===== src/rtl/catch_game_ctrl_pkg.sv =====
// Shared definitions for the catch game round sequencer.
//   game_state_t : FSM state encodings (also exported on game_state for display)
//   P_NONE/P1/P2 : player / glove identifiers as seen on ball_state
//   ball_owner   : maps a raw ball_state to a player id (3 reads as in the air)
package catch_game_ctrl_pkg;

  typedef enum logic [2:0] {
    S_IDLE    = 3'd0,
    S_SERVE   = 3'd1,
    S_HELD    = 3'd2,
    S_FLIGHT  = 3'd3,
    S_DROPPED = 3'd4,
    S_OVER    = 3'd5
  } game_state_t;

  localparam logic [1:0] P_NONE = 2'd0;
  localparam logic [1:0] P1     = 2'd1;
  localparam logic [1:0] P2     = 2'd2;

  function automatic logic [1:0] ball_owner(input logic [1:0] bs);
    return (bs == 2'd3) ? P_NONE : bs;
  endfunction

endpackage


===== src/rtl/catch_game_ctrl_tick_gen.sv =====
// Free-running game tick divider, shareable with other game-rate blocks.
//   clk, reset : system clock, synchronous active-high reset
//   tick_c     : one-cycle pulse every DIV cycles, high while the count is 0
module catch_game_ctrl_tick_gen #(
  parameter int unsigned DIV = 210937
) (
  input  logic clk,
  input  logic reset,
  output logic tick_c
);

  localparam int unsigned CW = (DIV > 1) ? $clog2(DIV) : 1;

  logic [CW-1:0] cnt;

  // Down-counter; reset clears it so the first tick follows reset immediately.
  always_ff @(posedge clk) begin
    if (reset)              cnt <= '0;
    else if (cnt == '0)     cnt <= CW'(DIV - 1);
    else                    cnt <= cnt - CW'(1);
  end

  assign tick_c = (cnt == '0);

endmodule


===== src/rtl/catch_game_ctrl.sv =====
// Round sequencer for the two-glove catch game: serves the ball, gates the
// glove catch enables, scores catches and drops, and ends the game.
//   clk, reset             : system clock, synchronous active-high reset
//   start                  : level, begins a game from IDLE or OVER
//   ball_state, ball_y     : ball state machine status (holder, height in mm)
//   can_catch1/can_catch2  : glove catch enables
//   ball_reset             : serve request to the ball state machine
//   catches, drops1/drops2 : scores
//   game_state, game_over  : FSM state for display, high in OVER
module catch_game_ctrl
  import catch_game_ctrl_pkg::*;
#(
  parameter int unsigned TICK_DIV   = 210937,
  parameter int unsigned FLOOR_MM   = 60,
  parameter int unsigned DROP_TICKS = 64,
  parameter int unsigned SELF_TICKS = 128,
  parameter int unsigned MAX_DROPS  = 3
) (
  input  logic        clk,
  input  logic        reset,
  input  logic        start,
  input  logic [1:0]  ball_state,
  input  logic [15:0] ball_y,
  output logic        can_catch1,
  output logic        can_catch2,
  output logic        ball_reset,
  output logic [7:0]  catches,
  output logic [2:0]  drops1,
  output logic [2:0]  drops2,
  output logic [2:0]  game_state,
  output logic        game_over
);

  localparam int unsigned FW = $clog2(SELF_TICKS + 1);
  localparam int unsigned DW = $clog2(DROP_TICKS + 1);

  game_state_t   state, state_n;
  logic [1:0]    holder, holder_n, thrower, thrower_n, owner;
  logic [FW-1:0] flight_cnt, flight_n;
  logic [DW-1:0] floor_cnt, floor_n;
  logic [7:0]    catches_n;
  logic [2:0]    drops1_n, drops2_n, victim_drops;
  logic          can_catch1_n, can_catch2_n, ball_reset_n, game_over_n;
  logic          tick_c;

  catch_game_ctrl_tick_gen #(.DIV(TICK_DIV)) u_tick (
    .clk    (clk),
    .reset  (reset),
    .tick_c (tick_c)
  );

  // State, counters, scores and registered outputs.
  always_ff @(posedge clk) begin
    if (reset) begin
      state      <= S_IDLE;
      holder     <= P_NONE;
      thrower    <= P_NONE;
      flight_cnt <= '0;
      floor_cnt  <= '0;
      catches    <= '0;
      drops1     <= '0;
      drops2     <= '0;
      can_catch1 <= 1'b0;
      can_catch2 <= 1'b0;
      ball_reset <= 1'b0;
      game_over  <= 1'b0;
    end else begin
      state      <= state_n;
      holder     <= holder_n;
      thrower    <= thrower_n;
      flight_cnt <= flight_n;
      floor_cnt  <= floor_n;
      catches    <= catches_n;
      drops1     <= drops1_n;
      drops2     <= drops2_n;
      can_catch1 <= can_catch1_n;
      can_catch2 <= can_catch2_n;
      ball_reset <= ball_reset_n;
      game_over  <= game_over_n;
    end
  end

  // Next state, scoring and next-cycle output values.
  always_comb begin
    state_n      = state;
    holder_n     = holder;
    thrower_n    = thrower;
    flight_n     = flight_cnt;
    floor_n      = floor_cnt;
    catches_n    = catches;
    drops1_n     = drops1;
    drops2_n     = drops2;
    victim_drops = '0;
    owner        = ball_owner(ball_state);

    case (state)
      S_IDLE: begin
        if (start) state_n = S_SERVE;
      end
      S_SERVE: begin
        if (owner != P_NONE) begin
          state_n  = S_HELD;
          holder_n = owner;
        end
      end
      S_HELD: begin
        if (owner != P_NONE) begin
          holder_n = owner;
        end else begin
          state_n   = S_FLIGHT;
          thrower_n = holder;
          flight_n  = '0;
          floor_n   = '0;
        end
      end
      S_FLIGHT: begin
        if (tick_c) begin
          if (flight_cnt < FW'(SELF_TICKS)) flight_n = flight_cnt + FW'(1);
          if (ball_y < 16'(FLOOR_MM)) begin
            if (floor_cnt < DW'(DROP_TICKS)) floor_n = floor_cnt + DW'(1);
          end else begin
            floor_n = '0;
          end
        end
        // A glove closing in the same cycle as the last floor tick still counts.
        if (owner != P_NONE) begin
          state_n  = S_HELD;
          holder_n = owner;
          if (owner != thrower && catches != 8'hFF) catches_n = catches + 8'd1;
        end else if (floor_n == DW'(DROP_TICKS)) begin
          state_n = S_DROPPED;
        end
      end
      S_DROPPED: begin
        // The player who failed to catch (the non-thrower) is charged.
        victim_drops = ((thrower == P1) ? drops2 : drops1) + 3'd1;
        if (thrower == P1) drops2_n = victim_drops;
        else               drops1_n = victim_drops;
        state_n = (victim_drops == 3'(MAX_DROPS)) ? S_OVER : S_SERVE;
      end
      S_OVER: begin
        if (start) begin
          state_n   = S_SERVE;
          catches_n = '0;
          drops1_n  = '0;
          drops2_n  = '0;
        end
      end
      default: state_n = S_IDLE;
    endcase

    ball_reset_n = (state_n == S_SERVE);
    game_over_n  = (state_n == S_OVER);
    can_catch1_n = (state_n == S_FLIGHT) &&
                   ((thrower_n != P1) || (flight_n >= FW'(SELF_TICKS)));
    can_catch2_n = (state_n == S_FLIGHT) &&
                   ((thrower_n != P2) || (flight_n >= FW'(SELF_TICKS)));
  end

  assign game_state = state;

endmodule


===== config.mk =====
export PLATFORM = sky130hd
export DESIGN_NAME = catch_game_ctrl
export DESIGN_NICKNAME = d
export VERILOG_FILES = /design/src/rtl/catch_game_ctrl_pkg.sv /design/src/rtl/catch_game_ctrl_tick_gen.sv /design/src/rtl/catch_game_ctrl.sv
export SDC_FILE = /design/constraint.sdc
export NUM_CORES = 1
export LEC_CHECK = 0
export CELL_PAD_IN_SITES_DETAIL_PLACEMENT = 0
export CELL_PAD_IN_SITES_GLOBAL_PLACEMENT = 1
export CORE_ASPECT_RATIO = 1.4
export CORE_MARGIN = 4
export CORE_UTILIZATION = 37
export DETAILED_ROUTE_END_ITERATION = 10
export GPL_ROUTABILITY_DRIVEN = 1
export PLACE_DENSITY_LB_ADDON = 0.05
export SETUP_SLACK_MARGIN = 0.5
export SYNTH_ARGS = -nofsm -noshare
export SYNTH_HDL_FRONTEND = slang
export SYNTH_SLANG_ARGS = --single-unit

===== constraint.sdc =====
create_clock -name clk -period 2.4 [get_ports clk]
set_input_delay 0.36 -clock clk [delete_from_list [all_inputs] [get_ports clk]]
set_output_delay 0.36 -clock clk [all_outputs]
set_load 0.01 [all_outputs]

==> flow_summary.json, run 1 <==
{
  "clkSlewWorstSetupHoldPaths_ns": 0.06,
  "wl_per_cell_um": 14.6,
  "cts_root_buf": "clkbuf_8",
  "cp-endpoint": "ball_reset",
  "irDropWorstVdd_v": 0.000611,
  "grt_pass1_wl_mm": 13.5,
  "drc": 0,
  "clock_latency_ns": 0.33,
  "boundaryPins": 42,
  "arrival_ns": 2.68,
  "path_delay_family": "simple AND/OR/NAND/NOR gates",
  "grt_setup_unrepaired": "yes",
  "required_ns": 2.68,
  "dieArea_mm2": 0.00968,
  "max_freq_mhz": 417,
  "drtPass1Iterations": 6,
  "netlist.area_leader.share_pct": 38.5,
  "startpoint": "ball_y[10]",
  "synth_flop_cell": "dfxtp_1",
  "antenna_found_initial": 0,
  "synth_area_mm2": 0.00302,
  "syn_area_per_cell_um2": 8.52,
  "numPortBuffers": 39,
  "finalCritPeriodShare_pct": 100,
  "htree_levels": 3,
  "grt_usage_pct": 17.3,
  "hp-class": "reg2reg",
  "fp.dieH_um": 115,
  "synthTopCellsByArea": "dfxtp_1 (39%), nor2_1 (5.6%), a21oi_1 (5.3%)",
  "timing.final.ws_setup_ns": 0.0000453,
  "crit_cells": 8,
  "switchingPower_uw": 1190,
  "seq_power_share_pct": 33.4,
  "final_nets": 481,
  "max_slew_margin_pct": 65.3,
  "worst_slew_pin_slew_ns": 0.521,
  "power_uw": 3620,
  "synthTopCellsByCount": "dfxtp_1 (58), nor2_1 (45), a21oi_1 (32)",
  "seq_area_mm2": 0.00118,
  "yosys.area.top_type": "dfxtp_1",
  "vias": 2903,
  "r2r_start": "u_tick.cnt[16]",
  "synth.most_common_cell": "dfxtp_1",
  "worstSetupPathType": "in2reg",
  "clockBufferDepth": 2,
  "rows": 38,
  "drt.antenna.violating_nets": 0,
  "hpwl_mm": 5.69,
  "multi_input_area_mm2": 0.00202,
  "crit_fanout": 4,
  "r2r_end": "ball_reset",
  "clkPwrFrac_pct": 27.6,
  "slowest_delay_ns": 0.53,
  "yosysUniqueCellTypes": 54,
  "intPower_uw": 2430,
  "syn-instance-count": 354,
  "setup_viol": 0,
  "core_mm2": 0.00785,
  "yosysSeqAreaShare_pct": 38.5,
  "path_cells": "clkdlybuf4s50_1 > nor4_2 > nand4_1 > a311oi_1 > a31oi_1 > or4_4 > o31ai_4 > o211a_1",
  "fillers": 755,
  "finClkSkew_ns": 0.00710,
  "r2r_setup_slack_ns": 0.00005,
  "netSwitchingFraction_pct": 32.8,
  "critPathLaunchType": "input pin",
  "antenna_cells": 0,
  "syn_nets": 384,
  "synth_edf_count": 0,
  "dp_slack_ns": -0.375,
  "viasPerCell": 5.22,
  "slew_violations": 0,
  "die_w_um": 84.3,
  "cap_viol_max_count": 0,
  "grt_remaining_overflow": 0,
  "power_leakage_uw": 0.00170,
  "final_util_pct": 56.7,
  "drtIter0Drc": 103,
  "critical-path-slowest-cell": "or4_4",
  "gp_congestion": 0.823,
  "area_growth_pct": 47.6,
  "pwr-share-comb_pct": 39.0,
  "start_util_pct": 38.4,
  "hold_violations": 0,
  "critPathBufInv": 1,
  "numCtsBuffers": 9,
  "grt_max_degree": 45,
  "ys.warnings.count": 0,
  "powerDensity_mw_per_mm2": 814,
  "status": "finished, final reports clean",
  "end_kind": "flip-flop",
  "routed_wl_mm": 8.09,
  "drive_above_1_share_pct": 30.9,
  "hold_buffers": 0,
  "hold_ws_ns": 0.425,
  "grt_pass1_vias": 2894,
  "rr_worst_depth": 7,
  "ys_seq_elements": 58,
  "cts_tree": "built",
  "cts.sinks": 58,
  "async_reset_ff_share_pct": 0,
  "period_minus_slack_ns": 2.40
}
[power groups by stage]
stage	Clock [uW]	Combinational (uW)	Sequential (uW)
after floorplan	0	727	1220
after global placement	0	1130	1220
after detailed placement	0	1140	1220
after CTS	1030	1340	1210
after global routing	1070	1550	1220
final	999	1410	1210
[final cells by class]
type	instances	share of cell area, %
timing repair buffer	102	19.9
clock buffer	11	3.18
tap	100	2.81
clock inverter	5	1.74
inverter	6	0.506
multi-input combinational	274	45.5
sequential	58	26.4
[state kept, by name (all words and copies together) (netlist names), 3 cells and up, named ones only]
name / cells
drops2: 3
game_state: 3
catches: 8
u_tick.cnt: 18
drops1: 3
flight_cnt: 3
floor_cnt: 7
[how the worst min path moves through the flow]
stage	start	end	slack, ns	cells after the start
CTS	u_tick.cnt[0]	u_tick.cnt[0]	0.43	1
detailed placement	u_tick.cnt[0]	u_tick.cnt[0]	0.45	1
floorplan	u_tick.cnt[0]	u_tick.cnt[0]	0.42	1
finish	u_tick.cnt[0]	u_tick.cnt[0]	0.42	1
global route	u_tick.cnt[0]	u_tick.cnt[0]	0.44	1
global placement	u_tick.cnt[0]	u_tick.cnt[0]	0.44	1
[through the flow]
stage          area, um2  instances  setup TNS, ns
2_1_floorplan       3040        354              0
4_1_cts             4290        555              0
5_1_grt             4450        556         -0.602
6_report            4450        556              0
3_3_place_gp        3830        524          -1.79
3_5_place_dp        3830        524          -2.18
[cells in the final DEF, fill, tap and decap left out, types with 4 or more instances in the layout]
cell type        netlist  final
nand3_1                9      8
buf_6                  0      5
nand3b_1               5      5
dfxtp_1               58     48
dlygate4sd2_1          0      4
or3_1                  6      5
inv_1                  6      5
dfxtp_2                0      9
nand2_1               18     17
mux2i_1                8      7
o21ai_1                0      5
a21oi_1               32     26
a31oi_1                4      4
nor2_1                45     42
nand2b_1               7      6
xor2_1                13     11
nor4_4                 2      4
ha_1                   9      7
nor4_2                 2      4
nor3_2                 0      4
xnor2_1               10     10
clkdlybuf4s50_1        0     34
o21ai_0               15      9
a21oi_2                0      6
buf_4                  3     57
clkbuf_8               0     10
nor2b_1                7      5
nor3_1                20     15
nand4_1                7      7
[cell families (layout without fill, tap and decap cells)]
group / count (synthesis) / in the layout / synth area share, %
buf+inv: 22 / 124 / 3.15
mux: 9 / 9 / 3.03
fa+ha+maj: 9 / 9 / 3.73
flops: 58 / 58 / 38.5
compound gates: 82 / 82 / 17.3
simple gates: 151 / 151 / 27.6
xor+xnor: 23 / 23 / 6.68
[worst reg2reg max path, delay by kind of cell (launching register included)]
kind            cells  cell delay (ns)
compound gates      4             0.80
flops               1             0.34
simple gates        3             1.19
[per-layer routing]
layer	share of wire [%]	track usage, %	vias up
met5	0	0	-
met4	1.9	6.55	0
met3	2.8	3.58	16
met2	55	31.9	39
met1	40	19.4	1374
li1	-	-	1474
[timing repair]
item / in CTS / in global routing
gates resized for setup: 37 / 38
pin swaps: 25 / 16
setup buffers: 15 / 1
endpoints found under the setup margin: 35 / 36
endpoints found under the hold margin: 0 / 0
Note: power is estimated with default switching activity, not from simulation.
==> inputs of run 2 (changes only) <==
--- a/config.mk
+++ b/config.mk
@@ -17,3 +17,4 @@
 export SYNTH_ARGS = -nofsm -noshare
 export SYNTH_HDL_FRONTEND = slang
 export SYNTH_SLANG_ARGS = --single-unit
+export TNS_END_PERCENT = 10
==> run 2 against run 1 <==
Net effect: sequential share of layout area increased by 1.8 points; sequential power about the same; non-clock buffer count down 14; first-iteration DRC count increased by 9.7%; highest routed layer unchanged; largest cell class unchanged; critical path type unchanged; worst setup slack gained 0.0072 ns; clock skew shrank 0.0019 ns.
==> flow_summary.json, run 2 (synthesis results as in run 1) <==
{
  "status": "finished, final reports clean",
  "clockBufferDepth": 2,
  "viasPerCell": 5.28,
  "cts_tree": "built",
  "drc": 0,
  "wl_per_cell_um": 14.6,
  "start_util_pct": 38.4,
  "drive_above_1_share_pct": 22.4,
  "hold_buffers": 0,
  "gp_congestion": 0.835,
  "irDropWorstVdd_v": 0.000556,
  "drt.antenna.violating_nets": 0,
  "die_w_um": 84.3,
  "seq_area_mm2": 0.00117,
  "core_mm2": 0.00785,
  "fillers": 759,
  "cap_viol_max_count": 0,
  "largest_reg_flops": 18,
  "clock_latency_ns": 0.34,
  "boundaryPins": 42,
  "hold_ws_ns": 0.448,
  "worst_slew_pin_slew_ns": 0.425,
  "critPathLaunchType": "input pin",
  "antenna_cells": 0,
  "drtPass1Iterations": 4,
  "antenna_found_initial": 0,
  "end_kind": "flip-flop",
  "grt_usage_pct": 16.8,
  "finClkSkew_ns": 0.00520,
  "period_minus_slack_ns": 2.39,
  "required_ns": 2.69,
  "hp-class": "reg2reg",
  "fp.dieH_um": 115,
  "rows": 38,
  "max_slew_margin_pct": 71.5,
  "grt_max_degree": 36,
  "slew_violations": 0,
  "finalCritPeriodShare_pct": 99.7,
  "hold_violations": 0,
  "max_freq_mhz": 418,
  "hpwl_mm": 5.71,
  "setup_viol": 0,
  "top_register": "u_tick.cnt",
  "arrival_ns": 2.68,
  "finalNonFillerCells": 538,
  "htree_levels": 3,
  "drtIter0Drc": 113,
  "grt_pass1_wl_mm": 13.0,
  "area_growth_pct": 37.4,
  "power_leakage_uw": 0.00161,
  "layout_common_cells": "dfxtp_1 (53), buf_4 (48), nor2_1 (44), clkdlybuf4s50_1 (35), a21oi_1 (31)",
  "numCtsBuffers": 9,
  "layout_commonest_cell": "dfxtp_1",
  "dp.cells": 524,
  "clkSlewWorstSetupHoldPaths_ns": 0.06,
  "grt_pass1_vias": 2859,
  "cts.sinks": 58,
  "final_nets": 467,
  "crit_fanout": 5,
  "worstSetupPathType": "in2reg",
  "tns_ns": 0,
  "top_regs": "u_tick.cnt: 18 flops, catches: 8 flops, floor_cnt: 7 flops",
  "powerDensity_mw_per_mm2": 776,
  "grt_remaining_overflow": 0,
  "dieArea_mm2": 0.00968,
  "routed_wl_mm": 7.83,
  "numPortBuffers": 39,
  "vias": 2838,
  "multi_input_area_mm2": 0.00192,
  "grt_setup_unrepaired": "yes",
  "final_util_pct": 52.8,
  "cts_root_buf": "clkbuf_8"
}
## run 2: cell types whose count changed in the layout (fill, tap and decap cells not counted), sizes merged
cell           previous run  this run
buf                      63        49
bufinv                    2         0
clkbuf                   12        11
clkdlybuf4s50            34        35
clkinv                    2         1
clkinvlp                  1         0
dlygate4sd2               4         2
dlymetal6s2s              0         2
## run 2: path summary, 6_finish.rpt
path / start / endpoint / slack [ns] / cells after the start
worst max register to register: u_tick.cnt[0] / ball_reset / 0.04 / 9
worst min register to register: u_tick.cnt[0] / u_tick.cnt[0] / 0.45 / 1
worst max-delay path: ball_y[3] / ball_reset / 0.007 / 10
worst min-delay path: u_tick.cnt[0] / u_tick.cnt[0] / 0.45 / 1
## run 2: layer usage
metal | vias up | track usage, % | part of all wire (%)
li1 | 1449 | - | -
met1 | 1345 | 17.8 | 41
met2 | 31 | 30.9 | 54
met3 | 13 | 3.94 | 3.2
met4 | 0 | 8.05 | 2.0
met5 | - | 0 | 0
## run 2: power by group
part	total [uW]	switching, uW	internal [uW]
logic	1270	643	625
clock network	743	365	378
registers	1210	120	1090
total	3220	1130	2090
## run 2: stage by stage
step | instance area, um2 | setup WS [ns] | power (uW)
after floorplan | 3020 | 0.144 | 1920
after global placement | 3810 | -0.320 | 2320
after detailed placement | 3810 | -0.420 | 2330
after CTS | 4000 | 0.0385 | 3130
after global routing | 4140 | -0.0912 | 3430
final | 4140 | 0.00728 | 3220
## run 2: repair_timing
action	in CTS	in global routing
resized for setup	10	34
setup buffers	2	0
pin swaps	4	18
setup endpoints to repair	32	41
## run 2: cell type report
type / count / share of cell area [%]
Multi-Input combinational cell: 274 / 46.3
Sequential cell: 58 / 28.2
Timing Repair Buffer: 88 / 18.5
Clock buffer: 11 / 3.41
Tap cell: 100 / 3.02
Inverter: 6 / 0.544
Clock inverter: 1 / 0.121
## run 2: critical path: stages
cell             delay, ns
clkdlybuf4s50_1       0.46
nand4_1               0.11
nand4_1               0.20
buf_4                 0.14
buf_4                 0.10
o211ai_1              0.09
a22o_1                0.23
or4_4                 0.56
o31ai_4               0.24
o211a_1               0.18
==> inputs of run 3 (changes only) <==
--- a/config.mk
+++ b/config.mk
@@ -5,14 +5,15 @@
 export SDC_FILE = /design/constraint.sdc
 export NUM_CORES = 1
 export LEC_CHECK = 0
+export ABC_AREA = 1
 export CELL_PAD_IN_SITES_DETAIL_PLACEMENT = 0
 export CELL_PAD_IN_SITES_GLOBAL_PLACEMENT = 1
 export CORE_ASPECT_RATIO = 1.4
 export CORE_MARGIN = 4
-export CORE_UTILIZATION = 37
+export CORE_UTILIZATION = 36
 export DETAILED_ROUTE_END_ITERATION = 10
 export GPL_ROUTABILITY_DRIVEN = 1
-export PLACE_DENSITY_LB_ADDON = 0.05
+export PLACE_DENSITY = 0.86
 export SETUP_SLACK_MARGIN = 0.5
 export SYNTH_ARGS = -nofsm -noshare
 export SYNTH_HDL_FRONTEND = slang
==> run 3 against run 2 <==
Net effect: worst hold slack got worse by 0.021 ns; utilization decreased by 1.6 points; clock power increased by 82%; wire length increased by 4.8%; largest power group unchanged; cell count increased by 25%; flip-flop and latch count unchanged; worst setup slack improved by 0.51 ns; die area increased by 11%; design area increased by 11%; clock skew increased by 0.00055 ns; maximum frequency increased by 27%.
==> flow_summary.json, run 3 <==
{
  "status": "finished, final reports clean",
  "layout_common_cells": "nand2_1 (106), inv_1 (63), nor2_1 (48), dfxtp_1 (47), clkdlybuf4s50_1 (37)",
  "clockBufferDepth": 2,
  "hold_violations": 0,
  "numPortBuffers": 39,
  "synth_area_mm2": 0.00329,
  "max_freq_mhz": 531,
  "synthTopCellsByArea": "dfxtp_1 (35%), nand2_1 (13%), inv_1 (7.5%)",
  "cts.sinks": 58,
  "gp_congestion": 0.874,
  "hold_buffers": 0,
  "hold_start": "u_tick.cnt[0]",
  "viasPerCell": 4.93,
  "slowest_delay_ns": 0.32,
  "critical-path-slowest-cell": "dfxtp_1",
  "synth_edf_count": 0,
  "syn-instance-count": 491,
  "grt_usage_pct": 15.8,
  "finalCritPeriodShare_pct": 78.5,
  "worstSetupPathType": "reg2reg",
  "path_delay_family": "simple AND/OR/NAND/NOR gates",
  "grt_remaining_overflow": 0,
  "yosysSeqAreaShare_pct": 35.2,
  "die_w_um": 88.9,
  "layout_commonest_cell": "nand2_1",
  "area_growth_pct": 39.5,
  "core_mm2": 0.00898,
  "htree_levels": 3,
  "r2r_setup_slack_ns": 0.52,
  "end_kind": "flip-flop",
  "rr_worst_depth": 10,
  "boundaryPins": 42,
  "switchingPower_uw": 1640,
  "grt_max_degree": 32,
  "wl_per_cell_um": 12.2,
  "r2r_start": "u_tick.cnt[7]",
  "setup_viol": 0,
  "async_reset_ff_share_pct": 0,
  "hpwl_mm": 5.84,
  "final_nets": 592,
  "grt_setup_unrepaired": "yes",
  "intPower_uw": 2910,
  "cp_common_cell": "nor3_4",
  "drtPass1Iterations": 4,
  "drive_above_1_share_pct": 24.2,
  "top_register": "u_tick.cnt",
  "syn_nets": 521,
  "whs_endpoint": "u_tick.cnt[0]",
  "cts_root_buf": "clkbuf_16",
  "rows": 41,
  "arrival_ns": 2.09,
  "critPathLaunchType": "flip-flop",
  "pwr-share-comb_pct": 41.3,
  "top_regs": "u_tick.cnt: 18 flops, catches: 8 flops, floor_cnt: 7 flops",
  "worst_slew_pin_slew_ns": 0.418,
  "dieArea_mm2": 0.0108,
  "antenna_found_initial": 0,
  "path_cells": "nor2_2 > nand2_4 > nor3_4 > nand2_2 > nor3_4 > nand2_2 > nor3_4 > buf_4 > xor2_1 > nor2_1",
  "critPathBufInv": 1,
  "clock_latency_ns": 0.32,
  "drt.antenna.violating_nets": 0,
  "cts_tree": "built",
  "finClkSkew_ns": 0.00575,
  "tns_ns": 0,
  "period_minus_slack_ns": 1.88,
  "vias": 3315,
  "crit_fanout": 4,
  "power_leakage_uw": 0.00194,
  "routed_wl_mm": 8.21,
  "clkPwrFrac_pct": 29.7,
  "drc": 0,
  "synthTopCellsByCount": "nand2_1 (116), inv_1 (66), nor2_1 (63)",
  "ys_seq_elements": 58,
  "netlist.area_leader.share_pct": 35.2,
  "holdPathStages": 1,
  "max_slew_margin_pct": 71.9,
  "irDropWorstVdd_v": 0.000568,
  "hp-class": "reg2reg",
  "antenna_cells": 0,
  "r2r_end": "u_tick.cnt[15]",
  "ys.warnings.count": 0,
  "powerDensity_mw_per_mm2": 990,
  "slew_violations": 0,
  "grt_pass1_wl_mm": 13.5,
  "synth.most_common_cell": "nand2_1",
  "synth_flop_cell": "dfxtp_1",
  "seq_power_share_pct": 29.0,
  "clkSlewWorstSetupHoldPaths_ns": 0.05,
  "yosys.area.top_type": "dfxtp_1",
  "yosysUniqueCellTypes": 41,
  "largest_reg_flops": 18,
  "start_util_pct": 36.7,
  "syn_area_per_cell_um2": 6.71,
  "required_ns": 2.61,
  "fp.dieH_um": 121,
  "drtIter0Drc": 125,
  "hold_ws_ns": 0.427,
  "cap_viol_max_count": 0,
  "netSwitchingFraction_pct": 36.0,
  "grt_pass1_vias": 3155,
  "numCtsBuffers": 9,
  "final_util_pct": 51.2
}
[run 3: cell count changes after synthesis, sizes merged, moves of 10 or more]
cell   change
nand3     +24
nor3      -11
o21ai     +10
nand2    +104
inv       +71
nor2      +30
[run 3: per-layer routing]
| metal | track usage (%) | up-vias | share of wire (%) |
|---|---|---|---|
| met5 | 0 | - | 0 |
| met4 | 7.75 | 0 | 2.4 |
| met3 | 3.33 | 23 | 3.7 |
| met2 | 26.7 | 65 | 51 |
| met1 | 18.6 | 1516 | 43 |
| li1 | - | 1711 | - |
[run 3: layout make-up]
class                           count  area (um2)
Fill cell                         861        4380
Multi-Input combinational cell    347        2040
Sequential cell                    58        1180
Timing Repair Buffer               69         629
Inverter                           77         292
Clock buffer                       10         239
Tap cell                          107         134
Clock inverter                      5        78.8
[run 3: metrics by stage]
step	instances	worst slack [ns]	area (um2)	power (uW)
2_1_floorplan	491	0.607	3290	2250
3_3_place_gp	638	0.0679	3850	2490
3_5_place_dp	638	0.0364	3850	2530
4_1_cts	655	0.476	4260	3980
5_1_grt	673	0.368	4590	4850
6_report	673	0.516	4590	4550
[run 3: power groups by stage]
stage | logic (uW) | clock network (uW) | registers, uW
finish | 1880 | 1350 | 1320
global route | 2090 | 1420 | 1340
CTS | 1340 | 1380 | 1260
detailed placement | 1270 | 0 | 1260
global placement | 1230 | 0 | 1260
floorplan | 1010 | 0 | 1240
[run 3: cells by family (layout without fill, tap and decap cells)]
logic type | after synthesis | after routing | share of synthesized area, %
and+or+nand+nor | 254 | 254 | 36.2
AOI/OAI and AO/OA | 73 | 73 | 12.3
adders and majority gates | 9 | 9 | 3.42
xor gates and xnor gates | 10 | 10 | 2.66
DFF | 58 | 58 | 35.2
muxes | 1 | 1 | 0.304
buffers and inverters | 86 | 161 | 9.95
[run 3: how the worst max path moves through the flow]
| stage | start | cells after the start | to | slack [ns] |
|---|---|---|---|---|
| final | u_tick.cnt[7] | 10 | u_tick.cnt[15] | 0.52 |
| after global routing | u_tick.cnt[2] | 12 | u_tick.cnt[17] | 0.37 |
| after global placement | ball_state[0] | 12 | can_catch1 | 0.07 |
| after detailed placement | ball_state[0] | 13 | catches[7] | 0.04 |
| after CTS | u_tick.cnt[5] | 12 | u_tick.cnt[17] | 0.48 |
| after floorplan | thrower[0] | 12 | ball_reset | 0.61 |
[run 3: what timing repair did]
item / CTS / global route
pin swaps: 6 / 32
buffers inserted: 2 / 18
endpoints found under the setup margin: 20 / 27
gates resized for setup: 20 / 61
